## config.mk

```make
export PLATFORM = sky130hd
export DESIGN_NAME = mips_debug_unit
export DESIGN_NICKNAME = d
export VERILOG_FILES = /design/src/rtl/mips_debug_unit.sv
export SDC_FILE = /design/constraint.sdc
export NUM_CORES = 1
export LEC_CHECK = 0
export ABC_AREA = 1
export CORE_ASPECT_RATIO = 0.75
export CORE_MARGIN = 5
export CORE_UTILIZATION = 51
export CTS_CLUSTER_DIAMETER = 30
export DETAILED_ROUTE_END_ITERATION = 8
export GPL_ROUTABILITY_DRIVEN = 0
export PLACE_DENSITY_LB_ADDON = 0.25
export SETUP_SLACK_MARGIN = 0.5
export SYNTH_ARGS = -nofsm -noshare
export SYNTH_HDL_FRONTEND = slang
export SYNTH_SLANG_ARGS = --single-unit
```

## constraint.sdc

```tcl
create_clock -name i_clock -period 2 [get_ports i_clock]
set_clock_uncertainty 0.05 [all_clocks]
set_input_delay 0.4 -clock i_clock [delete_from_list [all_inputs] [get_ports i_clock]]
set_output_delay 0.4 -clock i_clock [all_outputs]
set_load 0.03 [all_outputs]
```

## src/rtl/mips_debug_unit.sv

```systemverilog
// Host debug controller for the MIPS pipeline.
// An on-board UART (8 data bits, even parity, 1 stop bit) carries host
// commands that load instruction memory word by word, start the core in
// continuous or single-step mode, and return the 32-bit PC to the host.
module mips_debug_unit #(
  parameter int DATA_WIDTH      = 32,
  parameter int DATA_WIDTH_UART = 8,
  parameter int CLKS_PER_BIT    = 64
) (
  input  logic                  i_clock,
  input  logic                  i_reset,
  input  logic                  i_finish,
  input  logic                  i_rx_data,
  input  logic                  i_parity,
  input  logic [DATA_WIDTH-1:0] i_pc,
  output logic                  o_parity,
  output logic                  o_tx_data,
  output logic                  o_tx_done,
  output logic [DATA_WIDTH-1:0] o_instruccion,
  output logic [DATA_WIDTH-1:0] o_address,
  output logic                  o_loading,
  output logic                  o_start,
  output logic                  o_step
);

  localparam int CNT_W = $clog2(CLKS_PER_BIT + 1);
  localparam int BIT_W = $clog2(DATA_WIDTH_UART);
  localparam int BYTES = DATA_WIDTH / DATA_WIDTH_UART;
  localparam int IDX_W = $clog2(BYTES);

  localparam logic [CNT_W-1:0] BIT_LAST  = CNT_W'(CLKS_PER_BIT - 1);
  localparam logic [CNT_W-1:0] HALF_LAST = CNT_W'(CLKS_PER_BIT / 2 - 1);
  localparam logic [BIT_W-1:0] DATA_LAST = BIT_W'(DATA_WIDTH_UART - 1);
  localparam logic [IDX_W-1:0] BYTE_LAST = IDX_W'(BYTES - 1);

  localparam logic [DATA_WIDTH_UART-1:0] CMD_LOAD      = DATA_WIDTH_UART'(8'hFF);
  localparam logic [DATA_WIDTH_UART-1:0] CMD_RUN       = DATA_WIDTH_UART'(8'h0F);
  localparam logic [DATA_WIDTH_UART-1:0] CMD_STEP_MODE = DATA_WIDTH_UART'(8'hFF);
  localparam logic [DATA_WIDTH_UART-1:0] CMD_STEP      = DATA_WIDTH_UART'(8'hAA);

  typedef enum logic [2:0] {
    ST_IDLE, ST_LOAD, ST_MODE, ST_RUN, ST_STEP_WAIT, ST_SEND_PC
  } state_t;

  typedef enum logic [2:0] {
    RX_IDLE, RX_START, RX_DATA, RX_PARITY, RX_STOP
  } rx_state_t;

  typedef enum logic [2:0] {
    TX_IDLE, TX_START, TX_DATA, TX_PARITY, TX_STOP
  } tx_state_t;

  // Host-side parity flag is accepted but has no functional effect.
  logic w_unused_parity;
  assign w_unused_parity = i_parity;

  // ---------------------------------------------------------------- RX
  logic [1:0]                 r_rx_sync;
  logic                       w_rx;
  rx_state_t                  r_rx_state, w_rx_next;
  logic [CNT_W-1:0]           r_rx_cnt;
  logic [BIT_W-1:0]           r_rx_bit;
  logic [DATA_WIDTH_UART-1:0] r_rx_shift;
  logic                       r_rx_par;
  logic                       r_rx_valid;
  logic                       r_parity;
  logic                       w_rx_tick;
  logic                       w_rx_par_err;

  // Two-flop synchronizer for the asynchronous host line; idles high.
  // NOTE: sequential state uses <= so every flop samples pre-edge values.
  always_ff @(posedge i_clock or negedge i_reset) begin
    if (!i_reset) r_rx_sync <= 2'b11;
    else          r_rx_sync <= {r_rx_sync[0], i_rx_data};
  end

  assign w_rx         = r_rx_sync[1];
  // Start bit is checked half a bit in; from then on every full bit lands mid-bit.
  assign w_rx_tick    = (r_rx_state == RX_START) ? (r_rx_cnt == HALF_LAST)
                                                 : (r_rx_cnt == BIT_LAST);
  assign w_rx_par_err = ^{r_rx_shift, r_rx_par};

  // RX next-state: frame walk, aborting on a start bit that does not hold.
  // NOTE: the default is assigned first so no path leaves it unassigned (no latch).
  always_comb begin
    w_rx_next = r_rx_state;
    case (r_rx_state)
      RX_IDLE:   if (!w_rx) w_rx_next = RX_START;
      RX_START:  if (w_rx_tick) w_rx_next = w_rx ? RX_IDLE : RX_DATA;
      RX_DATA:   if (w_rx_tick && r_rx_bit == DATA_LAST) w_rx_next = RX_PARITY;
      RX_PARITY: if (w_rx_tick) w_rx_next = RX_STOP;
      RX_STOP:   if (w_rx_tick) w_rx_next = RX_IDLE;
      default:   w_rx_next = RX_IDLE;
    endcase
  end

  // RX datapath: bit timing, LSB-first shift, parity and stop validation.
  always_ff @(posedge i_clock or negedge i_reset) begin
    if (!i_reset) begin
      r_rx_state <= RX_IDLE;
      r_rx_cnt   <= '0;
      r_rx_bit   <= '0;
      r_rx_shift <= '0;
      r_rx_par   <= 1'b0;
      r_rx_valid <= 1'b0;
      r_parity   <= 1'b0;
    end else begin
      r_rx_state <= w_rx_next;
      r_rx_valid <= 1'b0;
      if (r_rx_state == RX_IDLE || w_rx_tick) r_rx_cnt <= '0;
      else                                    r_rx_cnt <= r_rx_cnt + 1'b1;
      if (w_rx_tick) begin
        case (r_rx_state)
          RX_START:  r_rx_bit <= '0;
          RX_DATA: begin
            r_rx_shift <= {w_rx, r_rx_shift[DATA_WIDTH_UART-1:1]};
            r_rx_bit   <= r_rx_bit + 1'b1;
          end
          RX_PARITY: r_rx_par <= w_rx;
          RX_STOP: begin
            r_parity   <= w_rx_par_err;
            r_rx_valid <= w_rx & ~w_rx_par_err;
          end
          default: ;
        endcase
      end
    end
  end

  // ---------------------------------------------------------------- TX
  tx_state_t                  r_tx_state, w_tx_next;
  logic [CNT_W-1:0]           r_tx_cnt;
  logic [BIT_W-1:0]           r_tx_bit;
  logic [DATA_WIDTH_UART-1:0] r_tx_shift;
  logic                       r_tx_par;
  logic                       r_tx_line;
  logic                       r_tx_done;
  logic                       w_tx_tick;
  logic                       w_tx_start;
  logic [DATA_WIDTH_UART-1:0] w_tx_byte;

  assign w_tx_tick = (r_tx_cnt == BIT_LAST);

  // TX next-state: start, data, parity, stop, each one bit period long.
  always_comb begin
    w_tx_next = r_tx_state;
    case (r_tx_state)
      TX_IDLE:   if (w_tx_start) w_tx_next = TX_START;
      TX_START:  if (w_tx_tick) w_tx_next = TX_DATA;
      TX_DATA:   if (w_tx_tick && r_tx_bit == DATA_LAST) w_tx_next = TX_PARITY;
      TX_PARITY: if (w_tx_tick) w_tx_next = TX_STOP;
      TX_STOP:   if (w_tx_tick) w_tx_next = TX_IDLE;
      default:   w_tx_next = TX_IDLE;
    endcase
  end

  // TX datapath: registered line output, done pulse after the stop bit.
  always_ff @(posedge i_clock or negedge i_reset) begin
    if (!i_reset) begin
      r_tx_state <= TX_IDLE;
      r_tx_cnt   <= '0;
      r_tx_bit   <= '0;
      r_tx_shift <= '0;
      r_tx_par   <= 1'b0;
      r_tx_line  <= 1'b1;
      r_tx_done  <= 1'b0;
    end else begin
      r_tx_state <= w_tx_next;
      r_tx_done  <= 1'b0;
      if (r_tx_state == TX_IDLE) begin
        r_tx_cnt <= '0;
        r_tx_bit <= '0;
        if (w_tx_start) begin
          r_tx_shift <= w_tx_byte;
          r_tx_par   <= ^w_tx_byte;
          r_tx_line  <= 1'b0;
        end
      end else if (w_tx_tick) begin
        r_tx_cnt <= '0;
        case (r_tx_state)
          TX_START: r_tx_line <= r_tx_shift[0];
          TX_DATA: begin
            if (r_tx_bit == DATA_LAST) begin
              r_tx_line <= r_tx_par;
            end else begin
              r_tx_shift <= r_tx_shift >> 1;
              r_tx_line  <= r_tx_shift[1];
              r_tx_bit   <= r_tx_bit + 1'b1;
            end
          end
          TX_PARITY: r_tx_line <= 1'b1;
          TX_STOP:   r_tx_done <= 1'b1;
          default: ;
        endcase
      end else begin
        r_tx_cnt <= r_tx_cnt + 1'b1;
      end
    end
  end

  // ------------------------------------------------------ command FSM
  state_t                r_state, w_next_state;
  logic [IDX_W-1:0]      r_byte_cnt;
  logic [DATA_WIDTH-1:0] r_word;
  logic [DATA_WIDTH-1:0] r_addr;
  logic [DATA_WIDTH-1:0] r_addr_out;
  logic [DATA_WIDTH-1:0] r_instr;
  logic [DATA_WIDTH-1:0] r_pc_cap;
  logic [IDX_W-1:0]      r_tx_idx;
  logic                  r_tx_armed;
  logic                  r_loading;
  logic                  r_start;
  logic                  r_step;
  logic                  r_step_pending;
  logic [DATA_WIDTH-1:0] w_word_next;
  logic                  w_last_byte;
  logic                  w_step_fire;
  logic                  w_pc_done;

  // Little-endian assembly: each new byte enters at the top and shifts down.
  assign w_word_next = {r_rx_shift, r_word[DATA_WIDTH-1:DATA_WIDTH_UART]};
  assign w_last_byte = (r_byte_cnt == BYTE_LAST);
  assign w_step_fire = (r_state == ST_STEP_WAIT) && !r_step_pending && !i_finish &&
                       r_rx_valid && (r_rx_shift == CMD_STEP);
  assign w_pc_done   = (r_state == ST_SEND_PC) && r_tx_done && (r_tx_idx == BYTE_LAST);
  assign w_tx_start  = (r_state == ST_SEND_PC) && r_tx_armed && (r_tx_state == TX_IDLE);

  // Select the captured-PC byte for the frame being sent, lowest first.
  always_comb begin
    w_tx_byte = r_pc_cap[DATA_WIDTH_UART-1:0];
    for (int i = 0; i < BYTES; i++)
      if (r_tx_idx == IDX_W'(i)) w_tx_byte = r_pc_cap[i*DATA_WIDTH_UART +: DATA_WIDTH_UART];
  end

  // Command FSM next-state decode.
  always_comb begin
    w_next_state = r_state;
    case (r_state)
      ST_IDLE: if (r_rx_valid && r_rx_shift == CMD_LOAD) w_next_state = ST_LOAD;
      ST_LOAD: if (r_rx_valid && w_last_byte && w_word_next == '0) w_next_state = ST_MODE;
      ST_MODE: begin
        if (r_rx_valid) begin
          if (r_rx_shift == CMD_RUN)            w_next_state = ST_RUN;
          else if (r_rx_shift == CMD_STEP_MODE) w_next_state = ST_STEP_WAIT;
        end
      end
      ST_RUN:       if (i_finish) w_next_state = ST_SEND_PC;
      ST_STEP_WAIT: if (r_step_pending || i_finish) w_next_state = ST_SEND_PC;
      ST_SEND_PC:   if (w_pc_done) w_next_state = i_finish ? ST_IDLE : ST_STEP_WAIT;
      default:      w_next_state = ST_IDLE;
    endcase
  end

  // Command FSM state register and the datapath it steers.
  always_ff @(posedge i_clock or negedge i_reset) begin
    if (!i_reset) begin
      r_state        <= ST_IDLE;
      r_byte_cnt     <= '0;
      r_word         <= '0;
      r_addr         <= '0;
      r_addr_out     <= '0;
      r_instr        <= '0;
      r_pc_cap       <= '0;
      r_tx_idx       <= '0;
      r_tx_armed     <= 1'b0;
      r_loading      <= 1'b0;
      r_start        <= 1'b0;
      r_step         <= 1'b0;
      r_step_pending <= 1'b0;
    end else begin
      r_state   <= w_next_state;
      r_loading <= 1'b0;
      r_step    <= 1'b0;

      // PC is captured on entry to SEND_PC; the step pulse has already ended.
      if (w_next_state == ST_SEND_PC && r_state != ST_SEND_PC) begin
        r_pc_cap       <= i_pc;
        r_tx_idx       <= '0;
        r_tx_armed     <= 1'b1;
        r_step_pending <= 1'b0;
      end
      if (w_tx_start) r_tx_armed <= 1'b0;
      if (r_state == ST_SEND_PC && r_tx_done && !w_pc_done) begin
        r_tx_idx   <= r_tx_idx + 1'b1;
        r_tx_armed <= 1'b1;
      end

      case (r_state)
        ST_IDLE: begin
          if (r_rx_valid && r_rx_shift == CMD_LOAD) begin
            r_addr     <= '0;
            r_byte_cnt <= '0;
          end
        end
        ST_LOAD: begin
          if (r_rx_valid) begin
            r_word     <= w_word_next;
            r_byte_cnt <= r_byte_cnt + 1'b1;
            if (w_last_byte) begin
              r_instr    <= w_word_next;
              r_addr_out <= r_addr;
              r_addr     <= r_addr + DATA_WIDTH'(BYTES);
              r_loading  <= 1'b1;
            end
          end
        end
        ST_MODE:      if (w_next_state != ST_MODE) r_start <= 1'b1;
        ST_STEP_WAIT: begin
          if (w_step_fire) begin
            r_step         <= 1'b1;
            r_step_pending <= 1'b1;
          end
        end
        ST_SEND_PC:   if (w_pc_done && i_finish) r_start <= 1'b0;
        default: ;
      endcase
    end
  end

  assign o_parity      = r_parity;
  assign o_tx_data     = r_tx_line;
  assign o_tx_done     = r_tx_done;
  assign o_instruccion = r_instr;
  assign o_address     = r_addr_out;
  assign o_loading     = r_loading;
  assign o_start       = r_start;
  assign o_step        = r_step;

endmodule

```

==> impl_metrics.env, run 1 <==
export IMPL_synth_ff_type="dfrtp_1"
export IMPL_multiInputGateArea_um2=5170
export IMPL_synth_top_area_share_pct=51.8
export IMPL_clockBufferDepth=3
export IMPL_grtUsageTotal_pct=24.4
export IMPL_finalNonFillerCells=1768
export IMPL_layout_commonest_cell="nand2_1"
export IMPL_async_flop_share_pct=100
export IMPL_ff2ff_setup_slack_ps=-8
export IMPL_die_area_um2=22500
export IMPL_required_ps=2380
export IMPL_min_from="i_rx_data"
export IMPL_cts_sinks=210
export IMPL_reg2reg_from="r_word[23]"
export IMPL_ir_drop_v=0.000733
export IMPL_fillers=1083
export IMPL_synth_cells=1246
export IMPL_ys_ff_latch=210
export IMPL_floorplan_rows=44
export IMPL_dpl_hpwl_um=16800
export IMPL_final_area_um2=15400
export IMPL_die_y_um=131
export IMPL_initial_core_util_pct=51.8
export IMPL_num_vias=9920
export IMPL_status="complete, but fails checks"
export IMPL_clock_latency_ps=520
export IMPL_drtPass1Iterations=5
export IMPL_via_per_inst=5.61
export IMPL_finalCritPeriodShare_pct=100
export IMPL_seq_area_um2=5270
export IMPL_fmax_mhz=498
export IMPL_criticalPathCategory="flip-flop to flip-flop"
export IMPL_yosys_top_cells_area="dfrtp_1 (52%), nand2_1 (14%), inv_1 (5.0%), o21ai_0 (4.9%), nand3_1 (4.3%)"
export IMPL_setup_viol=1
export IMPL_h_tree_depth=2
export IMPL_placed_cells=1593
export IMPL_cp_startpoint="r_word[23]"
export IMPL_cts_root_buffer="clkbuf_16"
export IMPL_diodes=0
export IMPL_hold_path_class="primary input to flip-flop"
export IMPL_maxSlewViolCount=0
export IMPL_dr_first_iter_drc_count=991
export IMPL_violations="negative setup slack"
export IMPL_synth_yosys_seq_area_share_pct=52.6
export IMPL_areaGrowthSynthToFinish_pct=54.4
export IMPL_synth_cell_types=44
export IMPL_crit_fanout=8
export IMPL_p_per_area_nw_per_um2=756
export IMPL_drc_errors=0
export IMPL_timing_final_hold_violations=0
export IMPL_grt_max_degree=46
export IMPL_core_area_um2=19300
export IMPL_post_route_min_period_ps=2010
export IMPL_rr_worst_depth=10
export IMPL_path_clk_slew_ps=50
export IMPL_postLayoutCoreUtil_pct=79.9
export IMPL_placed_area_um2=11600
export IMPL_numCtsBuffers=37
export IMPL_r2r_end="r_pc_cap[6]"
export IMPL_syn_area_per_cell_um2=8.03
export IMPL_syn_area_um2=10000
export IMPL_cp_end_kind="flip-flop"
export IMPL_drive_gt1_share_pct=36.7
export IMPL_leakagePower_nw=7.31
export IMPL_yosysTopAreaCell="dfrtp_1"
export IMPL_grt_pass1_vias=9048
export IMPL_layout_common_cells="nand2_1 (267), dfrtp_1 (200), inv_1 (120)"
export IMPL_nNetsFinal=1536
export IMPL_grt_pass1_wl_um=45400
export IMPL_postRouteAntennaNets=0
export IMPL_cts_tree="done"
export IMPL_rsz0062_at_grt="true"
export IMPL_worstPathArrival_ps=2390
export IMPL_routedWlPerCell_um=18.3
export IMPL_timing_max_cap_violations=0
export IMPL_total_power_mw=11.7
export IMPL_preCtsSetupSlack_ps=-272
export IMPL_pin_count=107
export IMPL_die_w_um=172
export IMPL_port_buffer_count=103
export IMPL_whs_ps=242
export IMPL_tns_ps=-8.46
export IMPL_wirelength_um=32300
export IMPL_start_kind="flip-flop"
export IMPL_layout_setup_ws_ps=-8.46
export IMPL_grt_overflow=0
export IMPL_ys_warn_count=0
export IMPL_endpoint="r_pc_cap[6]"
export IMPL_synth_edf_count=0
export IMPL_antenna_found_initial=0
==> cells in the mapped netlist (2+ instances only) <==
| cell | instances |
|---|---|
| nor2_2 | 3 |
| nor3_1 | 26 |
| buf_6 | 7 |
| o31ai_1 | 2 |
| xnor2_1 | 5 |
| a21o_1 | 2 |
| nand2_1 | 375 |
| ha_1 | 11 |
| nor2_1 | 98 |
| clkbuf_1 | 13 |
| nor2_8 | 2 |
| inv_2 | 5 |
| buf_2 | 16 |
| o21ai_1 | 60 |
| nand3_1 | 86 |
| nand3b_1 | 2 |
| xor2_1 | 12 |
| buf_1 | 2 |
| buf_4 | 4 |
| nand4_1 | 24 |
| or2_2 | 4 |
| o21ai_0 | 97 |
| nor3b_1 | 3 |
| a22o_1 | 2 |
| dfstp_2 | 3 |
| clkinv_1 | 2 |
| o21bai_1 | 2 |
| inv_1 | 134 |
| nor4_1 | 2 |
| a21oi_1 | 22 |
| dfrtp_1 | 207 |
==> sequential cells by signal (all words and copies together), names as in the netlist, 7 cells and up <==
| signal | count |
|---|---|
| r_rx_shift | 8 |
| r_tx_cnt | 7 |
| o_instruccion | 32 |
| r_addr | 30 |
| r_tx_shift | 8 |
| r_pc_cap | 32 |
| r_rx_cnt | 7 |
| r_word | 24 |
| o_address | 30 |
==> worst max-delay path: stages (launching register included) <==
cell and delay [ps]:
dfrtp_1 420, nor2_1 120, nand3_1 130, nor2_1 210, nand3_2 150, o21ai_2 210
nand2_2 160, nand2_8 160, buf_12 150, nor2_4 30, a21oi_1 130
==> layout make-up <==
cell class / count / area share (%)
clock buffer: 48 / 6.91
clock inverter: 18 / 1.58
inverter: 141 / 3.72
multi-input combinational: 855 / 33.5
sequential: 210 / 34.1
tap: 253 / 2.05
timing repair buffer: 242 / 18.1
timing repair inverter: 1 / 0.0567
==> timing repair <==
| item | CTS | global route |
|---|---|---|
| hold buffers | 1 | 0 |
| pin swaps | 43 | 60 |
| cloned | 9 | 15 |
| endpoints found under the setup margin | 265 | 269 |
| buffers inserted | 57 | 27 |
| endpoints found under the hold margin | 38 | 0 |
| resized for setup | 588 | 257 |
==> where the power goes <==
part	leakage, nW	total [mW]	switching, mW	internal (mW)
clock network	0.642	6.57	2.26	4.31
registers	2.82	4.42	0.0710	4.35
logic	3.84	0.687	0.422	0.265
total	7.31	11.7	2.76	8.92
==> how the worst min path moves through the flow <==
stage,end,slack (ps),cells past startpoint
global placement,r_rx_sync[1],300,0
CTS,r_rx_sync[0],230,1
global route,r_rx_sync[0],240,1
finish,r_rx_sync[0],240,1
floorplan,o_address[10],50,0
detailed placement,r_rx_sync[1],300,0
==> metal layers <==
| metal | vias up | GRT usage (%) | wire length, um |
|---|---|---|---|
| met1 | 4796 | 35.0 | 13300 |
| met2 | 499 | 38.0 | 15500 |
| met3 | 102 | 4.95 | 2580 |
| li1 | 4523 | - | - |
| met4 | 0 | 6.69 | 983 |
| met5 | - | 0 | 0 |
==> logic make-up (layout without fill, tap and decap cells) <==
logic type      count (synthesis)  in the layout  share of synthesized area [%]
simple gates                  629            630                           26.5
flops                         210            210                           52.6
compound gates                195            195                           10.3
buf+inv                       183            450                           7.74
xor+xnor                       17             17                           1.49
fa+ha+maj                      11             11                           1.38
other cells                     1              2                         0.0375
No activity file was read; power rests on OpenSTA's default activity.
==> inputs of run 2 (changes only) <==
- clock period: 2 -> 1.8 ns (I/O delays scaled with it)
==> impl_metrics.env, run 2 (same netlist as run 1, synthesis figures left out) <==
export IMPL_status="complete, but fails checks"
export IMPL_violations="negative setup slack"
export IMPL_post_route_min_period_ps=2060
export IMPL_r2r_end="r_tx_par"
export IMPL_layout_common_cells="nand2_1 (266), dfrtp_1 (200), inv_1 (115)"
export IMPL_cts_sinks=210
export IMPL_h_tree_depth=2
export IMPL_criticalPathCategory="flip-flop to flip-flop"
export IMPL_hold_path_class="primary input to flip-flop"
export IMPL_p_seq_share_pct=39.1
export IMPL_maxSlewViolCount=0
export IMPL_postLayoutCoreUtil_pct=80.9
export IMPL_reg2reg_from="r_tx_idx[1]"
export IMPL_timing_final_hold_violations=0
export IMPL_initial_core_util_pct=51.8
export IMPL_worstPathArrival_ps=2390
export IMPL_nNetsFinal=1555
export IMPL_clockBufferDepth=3
export IMPL_dpl_hpwl_um=17300
export IMPL_multiInputGateArea_um2=5280
export IMPL_die_area_um2=22500
export IMPL_grt_max_degree=56
export IMPL_diodes=0
export IMPL_ff2ff_setup_slack_ps=-260
export IMPL_seq_area_um2=5270
export IMPL_fmax_mhz=486
export IMPL_dr_first_iter_drc_count=1190
export IMPL_swShare_pct=25.8
export IMPL_layout_commonest_cell="nand2_1"
export IMPL_ir_drop_v=0.000794
export IMPL_clock_latency_ps=520
export IMPL_finalNonFillerCells=1788
export IMPL_p_clk_share_pct=54.1
export IMPL_floorplan_rows=44
export IMPL_timing_max_cap_violations=0
export IMPL_finalCritPeriodShare_pct=114
export IMPL_areaGrowthSynthToFinish_pct=56.3
export IMPL_placed_area_um2=11900
export IMPL_power_frac_comb_pct=6.9
export IMPL_endpoint="r_tx_par"
export IMPL_postRouteAntennaNets=0
export IMPL_rr_worst_depth=14
export IMPL_p_per_area_nw_per_um2=809
export IMPL_required_ps=2130
export IMPL_antenna_found_initial=0
export IMPL_leakagePower_nw=7.35
export IMPL_p_int_mw=9.38
export IMPL_num_vias=10600
export IMPL_pin_count=107
export IMPL_drive_gt1_share_pct=38.8
export IMPL_cts_root_buffer="clkbuf_16"
export IMPL_whs_ps=220
export IMPL_die_w_um=172
export IMPL_layout_setup_ws_ps=-256
export IMPL_cp_end_kind="flip-flop"
export IMPL_fillers=1028
export IMPL_final_area_um2=15600
export IMPL_cts_tree="done"
export IMPL_grt_overflow=0
export IMPL_start_kind="flip-flop"
export IMPL_numCtsBuffers=36
export IMPL_grt_pass1_wl_um=47300
export IMPL_port_buffer_count=103
export IMPL_worst_pin_slew_ps=522
export IMPL_wirelength_um=36800
export IMPL_core_area_um2=19300
export IMPL_grt_pass1_vias=9481
export IMPL_via_per_inst=5.93
export IMPL_drc_errors=0
export IMPL_switching_power_mw=3.26
export IMPL_rsz0062_at_grt="true"
export IMPL_crit_fanout=6
export IMPL_die_y_um=131
export IMPL_drtPass1Iterations=6
export IMPL_setup_viol=113
export IMPL_routedWlPerCell_um=20.6
export IMPL_grtUsageTotal_pct=25.3
export IMPL_maxSlewHeadroom_pct=65.2
export IMPL_placed_cells=1632
export IMPL_path_clk_slew_ps=50
export IMPL_cp_startpoint="r_tx_idx[1]"
run 2: critical path: stages, from the launching register on:
cell and delay, ps:
dfrtp_2 460, inv_2 90, ha_4 210, buf_6 150, nand2_4 50, nand2_4 60
nand2_4 60, a21boi_2 170, nand2_1 80, nand2_1 110, nand2_1 80, nand2_1 70
nand2_1 70, nand3_1 130, nand2_1 90
run 2: metal layers:
layer	vias up	share of wire, %	track usage (%)
met4	0	4.8	7.70
met5	-	0	0
met2	705	48	39.7
met1	5131	38	35.8
li1	4558	-	-
met3	202	8.8	4.80
run 2: how the worst min path moves through the flow:
stage | startpoint | to | slack [ps] | depth (start not counted)
floorplan | i_reset | o_address[10] | 10 | 0
global route | i_rx_data | r_rx_sync[0] | 220 | 1
detailed placement | r_rx_sync[0] | r_rx_sync[1] | 300 | 0
global placement | r_rx_sync[0] | r_rx_sync[1] | 300 | 0
CTS | i_rx_data | r_rx_sync[0] | 210 | 1
finish | i_rx_data | r_rx_sync[0] | 220 | 1
run 2: per-stage QoR:
stage          setup TNS, ps  power, mW  setup slack [ps]
6_report              -10220       12.6              -256
3_3_place_gp           -8940       5.68              -260
5_1_grt               -19470       13.0              -330
3_5_place_dp          -10470       5.70              -368
2_1_floorplan              0       5.39              4.83
4_1_cts                 -543       12.4             -36.7
run 2: what timing repair did:
action	4_1_cts	5_1_grt
cloned	11	13
hold endpoints to repair	45	0
pin swaps	34	86
hold buffers	1	0
setup buffers	46	19
endpoints found under the setup margin	271	276
resized for setup	650	233
run 2: area by class of cell:
type                       instances  share of cell area (%)
clock buffer                      43                    6.19
clock inverter                    23                    1.49
sequential                       210                    33.7
inverter                         141                    3.62
multi-input combinational        856                    33.8
tap                              253                    2.02
timing repair buffer             262                    19.2
run 2: power groups by stage:
stage                     Sequential, mW  Clock, mW  Combinational [mW]
after CTS                           4.91       6.79               0.746
after global placement              4.98          0               0.704
after floorplan                     4.97          0               0.426
after detailed placement            4.98          0               0.719
final                               4.94       6.83               0.866
after global routing                4.95       7.13               0.958
==> inputs of run 3 (changes only) <==
- ABC_AREA: 1 -> default
- PLACE_DENSITY: default -> 0.78
- PLACE_DENSITY_LB_ADDON: 0.25 -> default
- SETUP_SLACK_MARGIN: 0.5 -> default
==> impl_metrics.env, run 3 <==
export IMPL_status="complete, but fails checks"
export IMPL_violations="negative setup slack"
export IMPL_drc_errors=0
export IMPL_final_area_um2=13800
export IMPL_tns_ps=-29650
export IMPL_core_area_um2=18300
export IMPL_rsz0062_at_grt="true"
export IMPL_numCtsBuffers=37
export IMPL_grt_overflow=0
export IMPL_pin_count=107
export IMPL_whs_ps=211
export IMPL_syn_area_per_cell_um2=11.5
export IMPL_yosysTopAreaCell="dfrtp_1"
export IMPL_async_flop_share_pct=100
export IMPL_drive_gt1_share_pct=39.3
export IMPL_cts_sinks=210
export IMPL_start_kind="flip-flop"
export IMPL_preCtsSetupSlack_ps=-644
export IMPL_layout_common_cells="dfrtp_1 (201), buf_4 (123), nand2_1 (112)"
export IMPL_dr_first_iter_drc_count=513
export IMPL_fillers=1079
export IMPL_clock_latency_ps=520
export IMPL_cts_tree="done"
export IMPL_maxSlewHeadroom_pct=58.3
export IMPL_hold_end="r_rx_sync[0]"
export IMPL_placed_area_um2=12000
export IMPL_dpl_hpwl_um=15400
export IMPL_die_y_um=127
export IMPL_cts_root_buffer="clkbuf_16"
export IMPL_routedWlPerCell_um=19.5
export IMPL_min_from="i_rx_data"
export IMPL_synth_ff_type="dfrtp_1"
export IMPL_post_synth_top_count_cell="dfrtp_1"
export IMPL_reg2reg_from="r_tx_idx[1]"
export IMPL_wirelength_um=26300
export IMPL_maxSlewViolCount=0
export IMPL_die_area_um2=21200
export IMPL_num_vias=7429
export IMPL_via_per_inst=5.51
export IMPL_grt_max_degree=60
export IMPL_path_clk_slew_ps=60
export IMPL_synth_yosys_seq_area_share_pct=56.1
export IMPL_min_delay_path_depth=1
export IMPL_ys_ff_latch=210
export IMPL_floorplan_rows=43
export IMPL_ir_drop_v=0.00102
export IMPL_die_w_um=167
export IMPL_ys_warn_count=0
export IMPL_timing_final_hold_violations=0
export IMPL_rr_worst_depth=11
export IMPL_criticalPathCategory="flip-flop to flip-flop"
export IMPL_cp_startpoint="r_tx_idx[1]"
export IMPL_grtUsageTotal_pct=24.6
export IMPL_synth_cells=814
export IMPL_port_buffer_count=103
export IMPL_required_ps=2120
export IMPL_worst_pin_slew_ps=626
export IMPL_layout_setup_ws_ps=-670
export IMPL_synth_top_cells_by_count="dfrtp_1 (207), nand2_1 (116), mux2_2 (92)"
export IMPL_nNetsFinal=1121
export IMPL_diodes=0
export IMPL_clockBufferDepth=3
export IMPL_fmax_mhz=405
export IMPL_cp_end_kind="flip-flop"
export IMPL_synth_cell_types=63
export IMPL_synth_top_area_share_pct=55.2
export IMPL_initial_core_util_pct=51.3
export IMPL_drtPass1Iterations=5
export IMPL_post_route_min_period_ps=2470
export IMPL_hold_path_class="primary input to flip-flop"
export IMPL_h_tree_depth=2
export IMPL_syn_area_um2=9380
export IMPL_synth_edf_count=0
export IMPL_grt_pass1_vias=7854
export IMPL_setup_viol=83
export IMPL_finalCritPeriodShare_pct=137
export IMPL_ff2ff_setup_slack_ps=-670
export IMPL_p_per_area_nw_per_um2=1210
export IMPL_antenna_found_initial=0
export IMPL_crit_fanout=6
export IMPL_timing_max_cap_violations=0
export IMPL_total_power_mw=16.8
export IMPL_areaGrowthSynthToFinish_pct=47.5
export IMPL_worstPathArrival_ps=2790
export IMPL_yosys_top_cells_area="dfrtp_1 (55%), mux2_2 (11%), nand2_1 (4.6%), xnor2_1 (3.6%), nor2_1 (2.7%)"
export IMPL_postRouteAntennaNets=0
export IMPL_grt_pass1_wl_um=42300
export IMPL_leakagePower_nw=6.96
export IMPL_r2r_end="r_tx_par"
export IMPL_layout_commonest_cell="dfrtp_1"
==> run 3: critical path, cell delays in order (launching register included) <==
cell and delay, ps:
dfrtp_1 400, buf_6 120, buf_6 110, buf_6 110, ha_4 150, or2_4 260
buf_12 150, o221ai_4 210, xor2_2 290, xnor2_2 140, xnor2_2 200, a21oi_1 110
==> run 3: kinds of logic after synthesis <==
logic type	count (synthesis)	synth area share, %
AOI/OAI and AO/OA	74	5.48
xor gates and xnor gates	52	4.86
adders and majority gates	11	1.47
buffers and inverters	58	3.13
DFF	210	56.1
muxes	110	13.5
other	1	0.0400
and+or+nand+nor	298	15.4
==> run 3: final cells by class <==
type | instances | area (um2) | area share [%]
sequential | 210 | 5270 | 38.1
multi-input combinational | 547 | 4540 | 32.8
timing repair buffer | 261 | 2400 | 17.4
clock buffer | 47 | 1060 | 7.63
tap | 247 | 309 | 2.23
clock inverter | 21 | 203 | 1.47
inverter | 16 | 60.1 | 0.434
==> run 3: metrics by stage <==
stage,cells,util (%)
after floorplan,815,-
after global placement,1265,65.5
after detailed placement,1265,65.5
after CTS,1348,74.9
after global routing,1349,75.6
final,1349,75.6
==> run 3: metal layers <==
layer / global-route usage, % / vias up / routed length, um
met2: 41.0 / 292 / 13000
met4: 7.02 / 0 / 552
met1: 33.0 / 3742 / 11200
met3: 5.32 / 49 / 1580
li1: - / 3346 / -
met5: 0 / - / 0
==> run 3: power breakdown <==
group | total (mW) | switching [mW] | internal (mW)
clock network | 6.99 | 2.50 | 4.49
registers | 5.93 | 0.561 | 5.37
logic | 3.84 | 1.66 | 2.18
==> run 3: worst max-delay path by stage <==
stage | end | slack [ps] | depth (start not counted)
global route | r_tx_par | -730 | 11
CTS | r_pc_cap[10] | -560 | 8
finish | r_tx_par | -670 | 11
detailed placement | r_pc_cap[25] | -640 | 7
floorplan | r_pc_cap[18] | -340 | 8
global placement | r_pc_cap[18] | -560 | 7
==> run 3: timing repair <==
action / CTS / global route
pin swaps: 26 / 33
resized for setup: 149 / 25
endpoints found under the setup margin: 154 / 112
hold endpoints to repair: 29 / 0
hold buffers: 1 / 0
buffers inserted: 18 / 1
cloned: 1 / 0
